**config.mk**
```make
export PLATFORM = sky130hd
export DESIGN_NAME = alu_op_sequencer
export DESIGN_NICKNAME = d
export VERILOG_FILES = /design/src/rtl/alu_op_sequencer.sv
export SDC_FILE = /design/constraint.sdc
export NUM_CORES = 1
export LEC_CHECK = 0
export ABC_AREA = 1
export CAP_MARGIN = 10
export CELL_PAD_IN_SITES_DETAIL_PLACEMENT = 0
export CELL_PAD_IN_SITES_GLOBAL_PLACEMENT = 1
export CORE_ASPECT_RATIO = 0.8
export CORE_MARGIN = 2
export CORE_UTILIZATION = 29
export DETAILED_ROUTE_END_ITERATION = 7
export GPL_TIMING_DRIVEN = 1
export PLACE_DENSITY = 0.89
export SYNTH_ARGS = -nofsm -noshare
export SYNTH_HDL_FRONTEND = slang
export SYNTH_SLANG_ARGS = --single-unit
export TNS_END_PERCENT = 1
```
**constraint.sdc**
```tcl
create_clock -name clk -period 2.2 [get_ports clk]
set_clock_uncertainty 0.2 [all_clocks]
set_input_delay 0.33 -clock clk [delete_from_list [all_inputs] [get_ports clk]]
set_output_delay 0.33 -clock clk [all_outputs]
set_load 0.1 [all_outputs]
```
**src/rtl/alu_op_sequencer.sv**
```systemverilog
// alu_op_sequencer
// Multi-cycle controller for the 8x32 register file / ALU pair. One launch
// latches an instruction word, ALU control and repeat count, then runs
// read -> execute -> write-back iterations until the count is reached.
// Completion is reported with a busy level and a one-cycle done pulse.
//
// Build option: define ZERO_HALT_EN to end the run early after the first
// write-back whose captured ALU zero flag is set.
module alu_op_sequencer #(
   parameter int DW = 32,
   parameter int AW = 3,
   parameter int RW = 8
) (
   input  logic          clk,
   input  logic          rst,
   input  logic          start,
   input  logic [15:0]   instr,
   input  logic [2:0]    alu_op,
   input  logic [RW-1:0] rep,
   input  logic [DW-1:0] alu_res,
   input  logic          alu_zero,
   output logic [AW-1:0] addr_a,
   output logic [AW-1:0] addr_b,
   output logic [AW-1:0] addr_w,
   output logic          we_o,
   output logic [DW-1:0] wdata,
   output logic [2:0]    alu_ctr,
   output logic          a_sel,
   output logic          busy,
   output logic          done,
   output logic [RW-1:0] iter_cnt
);

   typedef enum logic [2:0] {
      S_IDLE,
      S_RD,
      S_EX,
      S_WB,
      S_DONE
   } state_t;

   state_t        state;
   logic          we_q;
   logic          zero_q;
   logic [RW-1:0] rep_q;
   logic [RW-1:0] iter_nxt;
   logic          halt;
   logic          unused_bits;

   // iteration count after the write-back in progress completes
   assign iter_nxt = iter_cnt + RW'(1);

`ifdef ZERO_HALT_EN
   // early termination on a zero result captured in EX
   assign halt        = zero_q;
   assign unused_bits = ^{instr[15:14], instr[11], instr[7], instr[3]};
`else
   // zero flag is still captured but never ends the run early
   assign halt        = 1'b0;
   assign unused_bits = ^{instr[15:14], instr[11], instr[7], instr[3], zero_q};
`endif

   // sequencer FSM with all outputs registered
   always_ff @(posedge clk) begin
      if (rst) begin
         state    <= S_IDLE;
         addr_a   <= '0;
         addr_b   <= '0;
         addr_w   <= '0;
         alu_ctr  <= '0;
         a_sel    <= 1'b0;
         we_q     <= 1'b0;
         rep_q    <= '0;
         zero_q   <= 1'b0;
         wdata    <= '0;
         iter_cnt <= '0;
         we_o     <= 1'b0;
         busy     <= 1'b0;
         done     <= 1'b0;
      end else begin
         // write enable and done are single-cycle pulses
         we_o <= 1'b0;
         done <= 1'b0;
         case (state)
            S_IDLE: begin
               if (start) begin
                  addr_a   <= AW'(instr[2:0]);
                  addr_b   <= AW'(instr[6:4]);
                  addr_w   <= AW'(instr[10:8]);
                  we_q     <= instr[12];
                  a_sel    <= instr[13];
                  alu_ctr  <= alu_op;
                  // a zero repeat count still runs one iteration
                  rep_q    <= (rep == '0) ? RW'(1) : rep;
                  iter_cnt <= '0;
                  busy     <= 1'b1;
                  state    <= S_RD;
               end
            end
            S_RD: begin
               // register outputs and the ALU settle during this cycle
               state <= S_EX;
            end
            S_EX: begin
               wdata  <= alu_res;
               zero_q <= alu_zero;
               we_o   <= we_q;
               state  <= S_WB;
            end
            S_WB: begin
               iter_cnt <= iter_nxt;
               if ((iter_nxt == rep_q) || halt) begin
                  busy  <= 1'b0;
                  done  <= 1'b1;
                  state <= S_DONE;
               end else begin
                  state <= S_RD;
               end
            end
            S_DONE: begin
               state <= S_IDLE;
            end
            default: begin
               state <= S_IDLE;
            end
         endcase
      end
   end

endmodule

```
-- Word-level counts from Yosys, hierarchy flattened
Index checks and enable logic that the tools add are counted.
- bits in registers: 68
- latch bits: 0
- memory bits (writable): 0
- bits in read-only memories: 0
- output and inout bits: 56
- memories kept: 0
- $add $sub $neg: 1
- $mul: 0
- div/mod/pow operators: 0
- magnitude comparators: 0
- eq/ne operators: 6
- shifts and indexed selects: 0
- mux-type cells: 10
- bitwise logic cells: 2
- reduce and logical (&&, ||, !) cells: 8
- operators by type and width (operator ; number):
    8-bit two-way mux ; 2
    8-bit case mux with 2 select lines ; 1
    3-bit case mux with 4 select lines ; 1
    8-bit by 1-bit adder with 8-bit output, second input constant ; 1
    8-bit == test ; 1
    8-bit logical NOT ; 1
    3-bit by 2-bit == test with 1-bit output, second input constant ; 2
    3-bit two-way mux ; 2
    2-bit inequality test, second input constant ; 2
    2-bit AND reduction ; 2
    2-bit OR reduction ; 2
    3-bit by 1-bit == test with 1-bit output, second input constant ; 1
    3-bit logical NOT ; 1
    1-bit two-way mux ; 3
    3-bit AND reduction ; 1
    1-bit NOT ; 2
    1-bit case mux with 2 select lines ; 1
    2-bit nonzero test ; 1

-- Logic depth before layout (Yosys ltp)
- depth in word-level cells: 4
- mapped depth: 13

-- Worst setup path after synthesis
No wires, ideal clock.
- path type: register -> register
- start point: register iter_cnt[0]
- end point: register busy
- data arrival time: 2316 ps
- required time: 1935 ps
- slack: -382 ps
- stages on the path, launching flop included: 12
- path through: dfxtp_1 ha_1 nand2_1 inv_1 nand3_1 nand3_1 nand2_1 nor2_2 nand2_2 nand2_2 a21oi_2 nor2_2
- word-level cells in the longest chain between the ends: 4
- ends and longest elaborated chain (what ; line ; RTL):
    start: declaration ; 31 ; output logic [RW-1:0] iter_cnt
    start signal: assignment ; 111 ; iter_cnt <= iter_nxt;
    8-bit by 1-bit adder with 8-bit output ; 51 ; assign iter_nxt = iter_cnt + RW'(1);
    8-bit == test ; 112 ; if ((iter_nxt == rep_q) || halt) begin
    2-bit inequality test (no source line) ; n/a ;
    3-bit AND reduction (no source line) ; n/a ;
    end signal: assignment ; 78 ; busy <= 1'b0;
    end signal: assignment ; 96 ; busy <= 1'b1;
    end signal: assignment ; 113 ; busy <= 1'b0;
    end: declaration ; 29 ; output logic busy,
No other way between the ends.
A chain may end at the register's enable or synchronous reset.

-- Worst setup path in the final report
Ends and elaborated chain as after synthesis.

==> results.md <==
* DRT iter0 DRCs at 97
* CP arrival at 1.93 ns
* Clock buffer depth at 2
* Area leader, netlist: dfxtp_1
* Initial Util at 0.300
* Vias in the first global route at 2,439
* Post-DP HPWL at 5250 um
* Highest clock rate at 525 MHz
* Unique masters post-synth at 24
* Lkg Pwr at 1.70 nW
* Launch point of the worst path: iter_cnt[0]$_SDFFE_PP0P_
* CTS tree: yes
* WL final at 7210 um
* Critical Path Fanout Max at 6
* # port buffers at 112
* Critical path endpoint category: flip-flop
* Gp weighted congestion at 0.788
* Cts bufs inserted at 9
* Total number of vias at 2,635
* Setup Viol. Count Final at 0
* Total iterations of the first detailed-routing run at 5
* Measured slew at the worst slew-check pin at 0.534 ns
* Synthesis-to-layout area growth at 51.9%
* Fill count at 901
* Mapped Avg Cell Area at 7.54 sq um
* Unrepaired setup endpoints after global routing: false
* Post-synth top area share at 0.497
* Latest clock arrival within the worst-skew pair at 0.32 ns
* PostCTS Resize Cnt at 0
* Post-DR vias/cell at 4.44
* Startpoint Class: flip-flop
* Syn Std Cell Area at 2740 sq um
* Die Span X at 113 um
* Maxcap violations at 0
* R2R Path Start: iter_cnt[0]$_SDFFE_PP0P_
* Min cycle time layout at 1.91 ns
* Clock transition at path regs at 0.06 ns
* Synth Net Count at 427
* Die ar. at 10,200 sq um
* Core box area at 9110 sq um
* PwrDens at 967 nW/um^2
* Worst hold path class: flip-flop to flip-flop
* Cell Rows at 31
* Number of diodes at 0
* Drt drc at 0
* DIE HEIGHT at 90.9 um
* Layout cell share with drive strength beyond 1 at 0.207
* FF+latch count, synth at 68
* Final worst-path cycle share at 0.867
* Final ANT Viol Nets at 0
* Outcome: finished clean
* Seq/Total Area, Yosys at 0.497
* Worst EP required at 2.22 ns
* Clock Sinks at 68
* Setup bufs post-CTS at 0
* Hold_sp: wdata[24]$_SDFFE_PP0N_
* Initial antenna violation count at 0
* VDD IR max at 0.566 mV
* Slew Viols, Final at 0
* Layout net count at 538
* Final hold vios at 0
* H-Tree Depth at 3
* Crit path kind: flip-flop to flip-flop
* Synth top area cells: dfxtp_1 (50%), a21oi_1 (12%), o21ai_0 (10%)
* First-pass GRT wire length at 11,700 um
* Relative slew slack at 0.644
* Cts hold-fix bufs at 0
* Setup tns final at 0 ns
* Min setup slack post-route at 0.294 ns
* Drt wl/cell at 12.1 um
* Largest net degree at the start of global routing at 66
* Yosys warns at 0
* Congestion Overflow GR at 0
* Pre-CTS setup slack at 0.309 ns
* IO Pins at 119
* Cells after synthesis at 363
* All-Layer GR Usage at 0.142
* CTS root buffer: clkbuf_16
[Yosys cell counts, drive strengths merged]
cell / number
dfxtp: 68
a21oi: 65
inv: 65
o21ai: 56
nand2: 43
nand3: 22
clkbuf: 16
nor2: 13
nand4: 3
nor3: 3
buf: 2
nand3b: 2
nor4: 2
ha: 1
xnor2: 1
xor2: 1
[per-stage QoR]
stage	hold WS [ns]	util	std cells	cell area [sq um]	total power, mW
final	0.241	0.456	594	4160	4.02
after floorplan	0.208	-	363	2750	2.31
after CTS	0.243	0.456	594	4160	4.07
after global placement	0.231	0.423	578	3860	2.61
after global routing	0.252	0.456	594	4160	4.20
after detailed placement	0.235	0.423	578	3860	2.62
[power by group]
part	internal, mW	leakage (nW)	total [mW]	switching, mW
logic	0.294	0.995	1.19	0.892
registers	1.35	0.561	1.40	0.0589
clock network	0.882	0.142	1.43	0.550
[layout make-up]
class | count | area [sq um] | share of cell area
Timing Repair Buffer | 118 | 1040 | 0.250
Tap cell | 115 | 144 | 0.0346
Inverter | 65 | 244 | 0.0587
Clock buffer | 9 | 225 | 0.0542
Multi-Input combinational cell | 212 | 1060 | 0.255
Sequential cell | 68 | 1370 | 0.329
Clock inverter | 7 | 76.3 | 0.0184
[cell families (layout without fill, tap and decap cells)]
group,count (synthesis),count (layout),share of synthesized area
compound gates,121,121,0.223
xor+xnor,2,2,0.00640
fa+ha+maj,1,1,0.00457
buf+inv,83,199,0.115
flops,68,68,0.497
simple gates,88,88,0.154
[flip-flops by register name, indices dropped and copies added, names as in the netlist]
register,flops
wdata,32
iter_cnt,8
rep_q,8
addr_a,3
addr_b,3
addr_w,3
alu_ctr,3
state,3
a_sel,1
busy,1
done,1
we_o,1
we_q,1
[layer usage]
metal  vias up  wire length [um]  track usage
met3         6               490       0.0570
met1      1151              3290        0.179
met5         -                 0            0
met2        79              3360        0.224
li1       1399                 -            -
met4         0                71       0.0447
[worst max-delay path, stage by stage, from the launching register on]
cell and delay [ns]:
dfxtp_2 0.39, ha_1 0.25, nand2_1 0.15, inv_1 0.12, nand2_1 0.08, nand2_1 0.08, nand3_1 0.07, nand2_1 0.08
nor2_2 0.05, nand2_2 0.09, nand2_2 0.06, a21oi_2 0.13, nor2_2 0.04
[cells in the final DEF (no fill, tap or decap)]
cell,count
inv_1,64
nor2_2,5
xnor2_1,1
buf_4,61
nor2_1,7
nand3_2,2
clkinv_2,1
nand3b_1,2
nor2_4,1
nand4_1,3
nand3_1,20
clkinvlp_4,2
clkinv_4,2
clkdlybuf4s50_1,56
dfxtp_1,61
nor4_1,2
o21ai_1,1
inv_2,1
xor2_1,1
bufinv_16,1
nor3_1,3
nand2_2,4
a21oi_2,1
a21oi_1,64
inv_6,1
dfxtp_2,7
buf_12,1
ha_1,1
clkbuf_16,9
nand2_1,39
o21ai_0,55
[worst paths after layout]
kind / endpoint / slack (ns) / cells past startpoint
worst max-delay path: busy$_SDFFE_PP0P_ / 0.29 / 12
worst min-delay path: wdata[24]$_SDFFE_PP0N_ / 0.24 / 2
worst max register to register: busy$_SDFFE_PP0P_ / 0.29 / 12
worst min register to register: wdata[24]$_SDFFE_PP0N_ / 0.24 / 2
No activity file was read; power rests on OpenSTA's default activity.
